<file path="src/rtl/result_unpacker_pkg.sv">
// Shared packing constants for the operand buffer and the result unpacker.
// Defines element widths and the half-select encoding once.
package result_unpacker_pkg;
  localparam int ELEM_W = 32;
  localparam int PAIR_W = 64;
  localparam logic HALF_HI = 1'b0;
  localparam logic HALF_LO = 1'b1;
endpackage

</file>
<file path="src/rtl/result_unpacker_mem.sv">
// Result entry storage: DEPTH x PAIR_W registers.
// Synchronous write port, asynchronous read port; contents are not reset.
module result_unpacker_mem
  import result_unpacker_pkg::*;
#(
  parameter int DEPTH = 16,
  parameter int AW = $clog2(DEPTH)
) (
  input  logic              clk,
  input  logic              we,
  input  logic [AW-1:0]     waddr,
  input  logic [PAIR_W-1:0] wdata,
  input  logic [AW-1:0]     raddr,
  output logic [PAIR_W-1:0] rdata
);
  logic [PAIR_W-1:0] mem [DEPTH];

  always_ff @(posedge clk) begin
    if (we) mem[waddr] <= wdata;
  end

  assign rdata = mem[raddr];
endmodule

</file>
<file path="src/rtl/result_unpacker.sv">
// Queues 64-bit result beats and replays them as 32-bit words, high half first.
// Define RESULT_UNPACKER_OVF_EN to add the ovf / drop_cnt overflow monitor.
module result_unpacker
  import result_unpacker_pkg::*;
#(
  parameter int DEPTH = 16,
  localparam int AW = $clog2(DEPTH)
) (
  input  logic              clk,
  input  logic              rst,
  input  logic              clear,
  input  logic [PAIR_W-1:0] in_data,
  input  logic              in_valid,
  output logic              in_ready,
  output logic [ELEM_W-1:0] out_data,
  output logic              out_valid,
  input  logic              out_ready,
  output logic [AW+1:0]     word_count
`ifdef RESULT_UNPACKER_OVF_EN
  ,
  output logic              ovf,
  output logic [15:0]       drop_cnt
`endif
);
  localparam logic [AW:0] FULL = (AW+1)'(DEPTH);
  localparam logic [AW:0] ONE = (AW+1)'(1);

  logic [AW-1:0]     wr_ptr;
  logic [AW-1:0]     rd_ptr;
  logic [AW:0]       cnt;
  logic [AW:0]       cnt_n;
  logic              half;
  logic              half_n;
  logic              full;
  logic              push;
  logic              pop;
  logic              retire;
  logic [PAIR_W-1:0] head;

  assign full = (cnt == FULL);
  assign in_ready = !full && !rst;
  assign out_valid = (cnt != '0);
  assign push = in_valid && in_ready;
  assign pop = out_valid && out_ready;
  assign retire = pop && (half == HALF_LO);
  assign out_data = (half == HALF_LO) ? head[ELEM_W-1:0]
                                      : head[PAIR_W-1:ELEM_W];

  result_unpacker_mem #(
    .DEPTH(DEPTH),
    .AW   (AW)
  ) u_mem (
    .clk  (clk),
    .we   (push && !clear),
    .waddr(wr_ptr),
    .wdata(in_data),
    .raddr(rd_ptr),
    .rdata(head)
  );

  always_comb begin
    cnt_n = cnt;
    half_n = half;
    if (clear) begin
      cnt_n = '0;
      half_n = HALF_HI;
    end else begin
      if (push) cnt_n = cnt_n + ONE;
      if (retire) cnt_n = cnt_n - ONE;
      if (pop) half_n = ~half;
    end
  end

  always_ff @(posedge clk or posedge rst) begin
    if (rst) begin
      wr_ptr <= '0;
      rd_ptr <= '0;
      cnt <= '0;
      half <= HALF_HI;
      word_count <= '0;
    end else begin
      cnt <= cnt_n;
      half <= half_n;
      // count of pending words: two per entry, minus one if the high half left
      word_count <= {cnt_n, 1'b0} - (AW+2)'(half_n);
      if (clear) begin
        wr_ptr <= '0;
        rd_ptr <= '0;
      end else begin
        if (push) wr_ptr <= wr_ptr + AW'(1);
        if (retire) rd_ptr <= rd_ptr + AW'(1);
      end
    end
  end

`ifdef RESULT_UNPACKER_OVF_EN
  logic drop;
  assign drop = in_valid && full && !clear;

  always_ff @(posedge clk or posedge rst) begin
    if (rst) begin
      ovf <= 1'b0;
      drop_cnt <= '0;
    end else if (clear) begin
      ovf <= 1'b0;
      drop_cnt <= '0;
    end else if (drop) begin
      ovf <= 1'b1;
      if (drop_cnt != 16'hFFFF) drop_cnt <= drop_cnt + 16'd1;
    end
  end
`endif
endmodule

</file>
<file path="config.mk">
export PLATFORM = sky130hd
export DESIGN_NAME = result_unpacker
export DESIGN_NICKNAME = d
export VERILOG_FILES = /design/src/rtl/result_unpacker_pkg.sv /design/src/rtl/result_unpacker_mem.sv /design/src/rtl/result_unpacker.sv
export SDC_FILE = /design/constraint.sdc
export NUM_CORES = 1
export LEC_CHECK = 0
export BUFFER_PORTS_ARGS = -buffer_cell sky130_fd_sc_hd__buf_2
export CORE_UTILIZATION = 50
export DETAILED_ROUTE_END_ITERATION = 8
export PLACE_DENSITY = 0.71
export SYNTH_ARGS = -nofsm -noshare
export SYNTH_HDL_FRONTEND = slang
export SYNTH_SLANG_ARGS = --single-unit
export TNS_END_PERCENT = 1
</file>
<file path="constraint.sdc">
create_clock -name clk -period 8.95 [get_ports clk]
set_clock_uncertainty 0.1 [all_clocks]
set_input_delay 1.3425 -clock clk [delete_from_list [all_inputs] [get_ports clk]]
set_output_delay 1.3425 -clock clk [all_outputs]
set_load 0.005 [all_outputs]
</file>
* Yosys cells after proc, flatten, opt, wreduce, memory -nomap -nowiden *
Memory sizes are Yosys's and may differ from the RTL's.
Index checks and enable logic that the tools add are counted.

word-level totals
  bits in registers = 20
  RAM bits = 1,024
  bits of input ports = 69
  output and inout port bits = 40
  word-level logic and storage cells = 37
  memories = 1

memory list
  memory     depth  bits a word  read ports  clocked after memory_dff  wr ports  line                       source
  u_mem.mem  16     64           1           0                         1         result_unpacker_mem.sv:16  logic [PAIR_W-1:0] mem [DEPTH];

operators by class
  add/sub/neg operators = 5
  equal/unequal tests = 1
  mux-type cells = 13
  bitwise operators = 1
  reductions and logical operators = 11

operators with widths
  cell                                              count
  2-to-1 mux 32 bit                                 1
  2-to-1 mux 5 bit                                  4
  2-to-1 mux 4 bit                                  4
  adder 4 x 1 -> 4 bit, second input constant       2
  subtractor 6 x 1 -> 6 bit                         1
  adder 5 x 1 -> 5 bit, second input constant       1
  == test 5 bit, second input constant              1
  logical AND 1 bit                                 5
  nonzero test 5 bit                                1
  subtractor 5 x 1 -> 5 bit, second input constant  1
  2-to-1 mux 1 bit                                  4
  nonzero test 2 bit                                2
  zero test 1 bit                                   3
  NOT 1 bit                                         1

* Depth between registers and ports, before layout *
Gate-level depths: netlist of the first run.

  depth in word-level cells = 10
  depth in mapped cells = 11
  depth with buffers taken out = 11

* By module *
A second synthesis of the first run with hierarchy kept.

second synthesis, totals
  cells, all modules = 1,741
  area total of the unflattened synthesis = 39,893.3 sq um

modules (own cells, without submodules)
  module               times used  cells each  area an instance (sq um)  seq. area each (sq um)
  result_unpacker_mem  1           1,583       38,300.5                  30,749.5
  result_unpacker      1           158         1,592.8                   475.5

* Least setup slack after synthesis of the first run *
OpenSTA, ideal clock, no wires.

  kind = input -> register
  from = input clear
  to = memory u_mem.mem[0][0] (enable)
  setup time = 0.565 ns
  data arrival time = 6.343 ns
  data required time = 8.285 ns
  slack = 1.943 ns
  stages on the path = 4
  path buffers = 1
  cell sequence = clkbuf_1 -> nor3_1 -> nand2_1 -> nor3_1

between the ends
  word-level cells in the longest chain between the ends = 4

ends and longest elaborated chain
  element                                 line                       source
  from (decl)                             result_unpacker.sv:11      input logic clear,
  zero test 1 bit                         result_unpacker.sv:54      .we (push && !clear),
  logical AND 1 bit                       result_unpacker.sv:54
  2-to-1 mux 1 bit                        result_unpacker_mem.sv:19  if (we) mem[waddr] <= wdata;
  2-to-1 mux 1 bit (not written as such)  result_unpacker_mem.sv:19
  to (decl)                               result_unpacker_mem.sv:16

No other way between the ends.

* Final worst setup path of the first run *
  from = register rd_ptr[0]
  to = output out_data[29]

between the ends
  word-level cells in the longest chain between the ends = 2

ends and longest elaborated chain
  element                 line                   source
  from (decl)             result_unpacker.sv:29  logic [AW-1:0] rd_ptr;
  from (signal assigned)  result_unpacker.sv:91  if (retire) rd_ptr <= rd_ptr + AW'(1);
  memory (16 x 64 bit)    n/a
  2-to-1 mux 32 bit       result_unpacker.sv:46  assign out_data = (half == HALF_LO) ? head[ELEM_W-1:0]
  to (decl)               result_unpacker.sv:15  output logic [ELEM_W-1:0] out_data,

No other way between the ends.

==> impl_metrics.yaml, run 1 <==
critical_path:
  start_kind: "flip-flop"
  r2r_end: "u_mem.mem[4][33]"
  reg2reg_slack_ns: 4.77
  path_max_fanout: 115
  required_ns: 7.51
  r2r_start: "cnt[0]"
  critical_path_arrival_ns: 4.04
  reg2reg_depth: 7
  path_class: "reg2out"
  endpoint_kind: "output pin"
outcome:
  outcome: "completed"
global_route:
  grt_pass1_wl_um: 127800
  grt_max_degree: 116
  antenna_found_initial: 25
  grt_usage_pct: 22.19
  overflow: 0
  first_global_vias: 18520
logic_synthesis:
  yosysWarnings: 0
  yosysSeqAreaShare_pct: 78.27
  ys_ff_latch: 1043
  syn-cell-area_mm2: 0.03989
  synth_compound_area_share_pct: 0.2258
  synthTopCellsByCount: "edfxtp_1, mux4_2, clkbuf_1"
  synth_edf_count: 1024
  syn_area_per_cell_um2: 25.12
  ys_top_cells_by_area: "edfxtp_1, mux4_2, dfrtp_1"
  yosysUniqueCellTypes: 41
  synth-xor-area-share_pct: 0.3419
  synth_top_family_by_area: "multiplexers"
  synth_top_area_cell: "edfxtp_1"
  ys.flop_type: "edfxtp_1"
  ys_async_sr_fraction_pct: 1.822
  synthDominantCellAreaShare_pct: 77.08
  synthAdderAreaFrac_pct: 0.3136
  yosys.area_share.simple_pct: 0.8155
  synth_fp_nets: 1667
  synth_mux_area_share_pct: 18.99
  syn_inst: 1588
  synth_most_common_cell: "edfxtp_1"
timing:
  hold_violations: 0
  rsz0062_at_grt: "no"
  finalMaxSlewViolations: 0
  fin_setup_tns_ns: 0
  period_share_pct: 61.21
  setup_viol: 0
  fmax_mhz: 182.5
  final.min_clock_period_ns: 5.478
  worst_pin_slew_ns: 1.210
  relSlewSlack_pct: 19.13
detailed_routing:
  drc: 0
  wl_per_cell_um: 30.51
  drt_pass1_iterations: 5
  via_per_inst: 6.190
  drt_iter0_drc: 1992
  finalWirelength_um: 88220
  ant_nets: 0
  dr_total_vias: 17890
clocking:
  clockBufferDepth: 3
  clock_latency_ns: 0.64
  clk_pin_slew_worst_paths_ns: 0.06
  cts_tree: "built"
  hold_buffers: 0
  cts_resized: 0
  postCtsSetupRepairBufs: 0
  cts_root_buf: "clkbuf_16"
  htreeDepth: 3
  cts_buffers: 99
  cts_sinks: 1043
cells_and_area:
  multi_input_area_mm2: 0.008364
  nets: 1833
  regArea_mm2: 0.03124
  area_growth_pct: 12.71
  fillers: 5525
  drive_gt1_share_pct: 35.42
  design_area_mm2: 0.04496
die:
  start_util_pct: 50.50
  rows: 103
  coreArea_mm2: 0.07900
  die_area_mm2: 0.08092
  dieWidth_um: 284.5
  pin_count: 109
  die_h_um: 284.5
min_path:
  min_path_type: "reg2reg"
  holdPathStages: 2
  hp-start: "wr_ptr[0]"
  whs_endpoint: "wr_ptr[0]"
power_and_ir_drop:
  power_density_mw_per_mm2: 216.2
  leakage_nw: 13.63
  ir_worst_vdd_uv: 183.1
placement:
  dpl_cell_area_mm2: 0.04182
  routabilityCongestion: 0.8105
  port_buffers: 108
  dp_hpwl_um: 45380
flow_run:
  maxCapViolCount: 0
==> logic make-up after synthesis <==
logic type,count (synthesis)
DFF,1043
muxes,353
buffers and inverters,90
and+or+nand+nor,66
xor gates and xnor gates,14
AOI/OAI and AO/OA,12
adders and majority gates,10
==> state kept, by name, indices dropped and copies added, names as in the netlist <==
name        cells
cnt             5
rd_ptr          4
u_mem.mem    1024
word_count      6
wr_ptr          4
==> worst max-delay path by stage <==
stage | end | slack [ns] | from | depth (start not counted)
floorplan | u_mem.mem[0][0] | 1.94 | clear | 4
global placement | out_data[18] | 4.10 | rd_ptr[0] | 5
detailed placement | out_data[1] | 4.05 | rd_ptr[0] | 5
CTS | out_data[1] | 3.35 | rd_ptr[0] | 5
global route | out_data[25] | 3.22 | rd_ptr[0] | 5
finish | out_data[29] | 3.47 | rd_ptr[0] | 5
==> final cells by class <==
cell class | instances | area share (%)
sequential | 1043 | 69.48
multi-input combinational | 455 | 18.60
clock buffer | 129 | 5.877
tap | 1050 | 2.922
timing repair buffer | 147 | 1.937
clock inverter | 53 | 1.080
inverter | 8 | 0.06679
antenna | 6 | 0.03339
==> worst max-delay path: stages, from the launching register on <==
cell and delay (ns):
dfrtp_4 0.87, buf_12 0.70, mux4_2 0.60, mux4_2 0.50, mux2_2 0.32, buf_2 0.16
==> report_power, final <==
part           switching [mW]  total, mW  internal [mW]
Combinational           0.165      0.281          0.116
Sequential             0.0117       5.39           5.38
Clock                    1.71       4.05           2.33
Total                    1.89       9.72           7.83
==> per-layer routing <==
| layer | vias up | share of wire [%] | track usage (%) |
|---|---|---|---|
| met1 | 9707 | 39 | 30.14 |
| met5 | - | 0.061 | 0 |
| met4 | 8 | 2.4 | 5.645 |
| met3 | 160 | 7.5 | 4.494 |
| met2 | 784 | 51 | 37.05 |
| li1 | 7235 | - | - |
==> placed cells by master (no fill, tap or decap), types with 6 or more instances in the layout <==
cell type	netlist	routed
clkbuf_16	0	101
nand2_1	11	11
nor2_1	27	15
buf_4	7	36
ha_1	10	10
xnor2_1	8	8
mux2_2	32	32
buf_2	22	108
dfrtp_1	19	14
inv_1	8	8
diode_2	0	6
clkbuf_1	39	27
clkinv_1	0	26
mux4_2	320	320
clkinv_2	0	9
nor2_4	0	12
edfxtp_1	1024	1024
bufinv_16	0	9
==> per-stage QoR <==
step / std cells / worst slack, ns / power, mW / utilization (%) / hold slack, ns
2_1_floorplan: 1588 / 1.943 / 5.641 / - / 0.4792
3_3_place_gp: 2703 / 4.098 / 5.767 / 52.94 / 0.5067
3_5_place_dp: 2703 / 4.051 / 5.780 / 52.94 / 0.5342
4_1_cts: 2885 / 3.350 / 9.784 / 56.90 / 0.5516
5_1_grt: 2889 / 3.217 / 9.990 / 56.91 / 0.5818
6_report: 2891 / 3.472 / 9.722 / 56.92 / 0.5461
(Power assumes the default switching activity.)
==> inputs of run 2 (changes only) <==
--- a/config.mk
+++ b/config.mk
@@ -5,6 +5,7 @@
 export SDC_FILE = /design/constraint.sdc
 export NUM_CORES = 1
 export LEC_CHECK = 0
+export ABC_AREA = 1
 export BUFFER_PORTS_ARGS = -buffer_cell sky130_fd_sc_hd__buf_2
 export CORE_UTILIZATION = 50
 export DETAILED_ROUTE_END_ITERATION = 8
==> constraint.sdc (replaced) <==
create_clock -name clk -period 5.1 [get_ports clk]
set_clock_uncertainty 0.1 [all_clocks]
set_input_delay 0.765 -clock clk [delete_from_list [all_inputs] [get_ports clk]]
set_output_delay 0.765 -clock clk [all_outputs]
set_load 0.005 [all_outputs]
==> run 2 against run 1 <==
Net effect: final cell count rose by 46%; hold slack got worse by 0.46 ns; die area increased by 2.9%; largest cell class unchanged; total power grew 80%; clock power grew 73%.
==> impl_metrics.yaml, run 2 <==
cells_and_area:
  largest_register_ff_count: 1024
  final_cell_mix: "edfxtp_1, nor2_1, o21ai_0, o221ai_1, buf_2"
  nets: 3148
  top_regs: "u_mem.mem x1024, word_count x6, cnt x5"
  regMostFlops: "u_mem.mem"
  mostFrequentLayoutCell: "edfxtp_1"
  area_growth_pct: 11.53
  drive_gt1_share_pct: 11.21
  layout.cells.non_filler: 4214
power_and_ir_drop:
  power_density_mw_per_mm2: 381.0
  ir_worst_vdd_uv: 272.6
  leakage_nw: 15.02
timing:
  rsz0062_at_grt: "no"
  finalMaxSlewViolations: 0
  final.min_clock_period_ns: 4.506
  period_share_pct: 88.34
  relSlewSlack_pct: 27.75
  final.setup.worst_slack_ns: 0.5945
  fin_setup_tns_ns: 0
  worst_pin_slew_ns: 1.084
  setup_viol: 0
  fmax_mhz: 221.9
  hold_violations: 0
clocking:
  cts_sinks: 1043
  postCtsSetupRepairBufs: 0
  clock_latency_ns: 0.66
  clockBufferDepth: 3
  htreeDepth: 3
  clk_pin_slew_worst_paths_ns: 0.07
  cts_tree: "built"
  cts_resized: 0
  cts_root_buf: "clkbuf_16"
  hold_buffers: 0
  cts_buffers: 99
logic_synthesis:
  synthTopCellsByCount: "edfxtp_1, nor2_1, o21ai_0"
  syn-cell-area_mm2: 0.04107
  syn_area_per_cell_um2: 13.63
  yosysWarnings: 0
  syn_inst: 3013
  ys_ff_latch: 1043
  synth_edf_count: 1024
  synth_top_area_cell: "edfxtp_1"
  synthDominantCellAreaShare_pct: 74.87
  ys_async_sr_fraction_pct: 1.822
  ys_top_cells_by_area: "edfxtp_1, o21ai_0, nor2_1"
  yosysSeqAreaShare_pct: 76.03
  synth_fp_nets: 3092
  synth_most_common_cell: "edfxtp_1"
  ys.flop_type: "edfxtp_1"
  yosysUniqueCellTypes: 33
detailed_routing:
  drt_iter0_drc: 3531
  ant_nets: 0
  drc: 0
  dr_total_vias: 26510
  drt_pass1_iterations: 6
  wl_per_cell_um: 25.34
  via_per_inst: 6.290
  finalWirelength_um: 106800
critical_path:
  start_kind: "flip-flop"
  path_class: "reg2out"
  critical_path_arrival_ns: 3.64
  path_max_fanout: 110
  required_ns: 4.24
  endpoint_kind: "output pin"
die:
  rows: 104
  start_util_pct: 50.74
  coreArea_mm2: 0.08094
  die_area_mm2: 0.08329
  pin_count: 109
  dieWidth_um: 288.6
  die_h_um: 288.6
flow_run:
  maxCapViolCount: 0
global_route:
  overflow: 0
  grt_pass1_wl_um: 158500
  antenna_found_initial: 13
  grt_usage_pct: 25.46
  grt_max_degree: 145
  first_global_vias: 25720
outcome:
  outcome: "completed"
placement:
  port_buffers: 108
  dp_hpwl_um: 55270
  pre_cts_slack_ns: 1.332
  routabilityCongestion: 0.8157
  dp_cells: 4028
min_path:
  min_path_type: "in2async"
==> run 2: cell types whose count changed after synthesis, sizes merged, moves of 35 or more <==
cell    change
a21oi      +52
buf        +47
clkbuf     +92
inv        +35
mux4      -320
nand2      +75
nand3      +90
nor2      +581
o21ai     +557
o221ai    +182
o22ai      +62
==> run 2: power by group <==
group	switching, mW	total, mW	internal [mW]
clock network	3.07	7.02	3.95
logic	0.688	0.959	0.271
registers	0.0258	9.48	9.45
total	3.78	17.5	13.7
==> run 2: cells by family (layout without fill, tap and decap cells) <==
kind of cell	Yosys count	after routing	share of synthesized area [%]
xor gates and xnor gates	3	3	0.06399
DFF	1043	1043	76.03
buffers and inverters	266	402	3.016
adders and majority gates	10	10	0.3046
AOI/OAI and AO/OA	889	889	12.82
and+or+nand+nor	802	802	7.772
other	0	5	0
==> run 2: worst paths after layout <==
kind	startpoint	cells after the start	to	slack, ns
setup / recovery	rd_ptr[1]	8	out_data[21]	0.59
min in group clk	in_data[3]	1	u_mem.mem[15][3]	0.38
setup reg to reg	cnt[0]	8	u_mem.mem[4][20]	1.70
hold / removal	rst	3	word_count[2]	0.09
max in group asynchronous	rst	3	rd_ptr[0]	4.49
hold reg to reg	wr_ptr[1]	2	wr_ptr[1]	0.55
==> run 2: worst max-delay path: stages (launching register included) <==
cell,delay [ns]
dfrtp_4,0.83
buf_12,0.46
o21ai_0,0.20
o221ai_1,0.24
nand3_1,0.14
nand2_1,0.23
nor2_1,0.13
a21oi_1,0.41
buf_2,0.20
==> run 2: per-stage QoR <==
stage / utilization, % / hold slack, ns / power (mW) / area (um^2)
3_3_place_gp: 52.80 / 0.5012 / 10.57 / 42730
5_1_grt: 56.59 / 0.08124 / 17.90 / 45800
2_1_floorplan: - / 0.4630 / 10.17 / 41070
6_report: 56.60 / 0.08562 / 17.45 / 45810
4_1_cts: 56.58 / 0.07144 / 17.49 / 45800
3_5_place_dp: 52.80 / 0.5446 / 10.60 / 42730
==> run 2: cell type report <==
class                      instances  area, um^2
clock buffer                     129        2683
multi-input combinational       1704        8707
tap                             1060        1326
antenna                            5       12.51
inverter                          45       186.4
clock inverter                    52       377.9
timing repair buffer             176        1276
fill                            6246       35130
sequential                      1043       31240
==> run 2: layer usage <==
| metal | GRT usage, % | wire, um | up-vias |
|---|---|---|---|
| met1 | 34.11 | 41660 | 13330 |
| met5 | 0 | 76 | - |
| met4 | 8.329 | 2822 | 12 |
| li1 | - | - | 11520 |
| met2 | 42.48 | 52760 | 1446 |
| met3 | 4.321 | 9450 | 200 |
==> inputs of run 3 (changes only) <==
--- a/config.mk
+++ b/config.mk
@@ -6,7 +6,7 @@
 export NUM_CORES = 1
 export LEC_CHECK = 0
 export ABC_AREA = 1
-export BUFFER_PORTS_ARGS = -buffer_cell sky130_fd_sc_hd__buf_2
+export BUFFER_PORTS_ARGS = -buffer_cell sky130_fd_sc_hd__buf_4
 export CORE_UTILIZATION = 50
 export DETAILED_ROUTE_END_ITERATION = 8
 export PLACE_DENSITY = 0.71
==> run 3 against run 2 <==
Net effect: sequential share of layout area decreased by 0.71 points; count of clock-buffer cells in the layout decreased by 9; first-iteration DRC count shrank 8.7%; register-to-register slack worse by 0.06 ns.
==> impl_metrics.yaml, run 3 (synthesized netlist as in run 2, its figures left out) <==
critical_path:
  path_max_fanout: 81
  worst-path-buf-inv: 3
  endpoint_kind: "output pin"
  crit_slowest_cell: "dfrtp_4"
  crit_family: "buffers and inverters"
  critical_path_arrival_ns: 3.97
  required_ns: 4.24
  crit_chain: "inv_6 > buf_4 > o21ai_0 > o22ai_1 > nor2_1 > nor2_1 > o21ai_1 > a21oi_1 > buf_4"
  cpPeakStageDelay_ns: 0.69
  path_class: "reg2out"
  start_kind: "flip-flop"
detailed_routing:
  drt_pass1_iterations: 6
  ant_nets: 0
  wl_per_cell_um: 25.83
  drt_iter0_drc: 3223
  dr_total_vias: 26630
  finalWirelength_um: 108700
  drc: 0
  via_per_inst: 6.326
clocking:
  hold_buffers: 0
  postCtsSetupRepairBufs: 0
  clk_pin_slew_worst_paths_ns: 0.06
  clockBufferDepth: 3
  cts_root_buf: "clkbuf_16"
  htreeDepth: 3
  clock_latency_ns: 0.64
  cts_resized: 0
  cts_buffers: 99
  cts_sinks: 1043
  cts_tree: "built"
timing:
  setup_viol: 0
  period_share_pct: 94.88
  rsz0062_at_grt: "no"
  worst_pin_slew_ns: 1.027
  finalMaxSlewViolations: 0
  hold_violations: 0
  fmax_mhz: 206.7
  final.setup.worst_slack_ns: 0.2609
  final.min_clock_period_ns: 4.839
  fin_hold_ws_ns: 0.08559
  fin_setup_tns_ns: 0
  relSlewSlack_pct: 31.50
die:
  coreArea_mm2: 0.08094
  die_h_um: 288.6
  die_area_mm2: 0.08329
  pin_count: 109
  rows: 104
  dieWidth_um: 288.6
  start_util_pct: 50.74
cells_and_area:
  largest_register_ff_count: 1024
  regArea_mm2: 0.03124
  nets: 3144
  fillers: 6210
  regMostFlops: "u_mem.mem"
  mostFrequentLayoutCell: "edfxtp_1"
  final_cell_mix: "edfxtp_1, nor2_1, o21ai_0, o221ai_1, buf_4"
  top_regs: "u_mem.mem x1024, word_count x6, cnt x5"
  drive_gt1_share_pct: 11.19
  area_growth_pct: 12.70
  multi_input_area_mm2: 0.008707
placement:
  port_buffers: 108
  routabilityCongestion: 0.8231
  pre_cts_slack_ns: 1.148
  dp_hpwl_um: 54790
global_route:
  grt_max_degree: 174
  antenna_found_initial: 4
  grt_pass1_wl_um: 161100
  overflow: 0
  first_global_vias: 25940
  grt_usage_pct: 25.88
power_and_ir_drop:
  finalPower_mw: 17.98
  power_density_mw_per_mm2: 388.5
  leakage_nw: 15.18
  ir_worst_vdd_uv: 291.0
outcome:
  outcome: "completed"
flow_run:
  maxCapViolCount: 0
min_path:
  min_path_type: "in2async"
run 3: changes by cell type in the layout (fill, tap and decap cells not counted), moves of 3 or more:
| cell | before | now |
|---|---|---|
| clkbuf_8 | 5 | 0 |
| buf_2 | 108 | 0 |
| buf_4 | 50 | 153 |
| clkbuf_1 | 23 | 19 |
| bufinv_16 | 5 | 15 |
| clkinv_2 | 22 | 19 |
run 3: worst paths after layout:
path / cells after the start / startpoint / slack [ns] / endpoint
worst max register to register: 8 / cnt[0] / 1.64 / u_mem.mem[12][34]
min in group clk: 1 / in_data[19] / 0.30 / u_mem.mem[15][19]
max in group asynchronous: 3 / rst / 4.52 / rd_ptr[1]
worst max-delay path: 9 / rd_ptr[1] / 0.26 / out_data[25]
worst min register to register: 2 / wr_ptr[2] / 0.53 / wr_ptr[2]
worst min-delay path: 3 / rst / 0.09 / cnt[2]
run 3: tightest hold or removal path, delay by kind of cell:
kind | cells | cell delay [ns]
buf+inv | 3 | 0.45
run 3: cell type report:
cell class | count | area share, %
flip-flops and latches | 1043 | 67.49
diodes | 3 | 0.01622
repair buffers | 172 | 3.303
inverters | 45 | 0.4028
well taps | 1060 | 2.865
multi-input cells | 1704 | 18.81
clock inverters | 62 | 1.500
clock buffers | 120 | 5.614
run 3: routing by layer:
metal / wire length (um) / up-vias / GRT usage [%]
li1: - / 11510 / -
met1: 42280 / 13330 / 35.60
met2: 52640 / 1535 / 42.15
met3: 10370 / 247 / 4.313
met4: 3408 / 4 / 8.618
met5: 18 / - / 0
run 3: where the power goes:
| part | internal [mW] | switching, mW | total, mW |
|---|---|---|---|
| Sequential | 9.45 | 0.0282 | 9.48 |
| Clock | 4.38 | 3.13 | 7.51 |
| Combinational | 0.317 | 0.680 | 0.997 |
| Total | 14.1 | 3.84 | 18.0 |
run 3: through the flow:
step	util, %	cell area (um^2)	std cells
2_1_floorplan	-	41070	3013
3_3_place_gp	53.11	42990	4024
3_5_place_dp	53.11	42990	4024
4_1_cts	57.18	46280	4206
5_1_grt	57.18	46280	4207
6_report	57.19	46290	4209
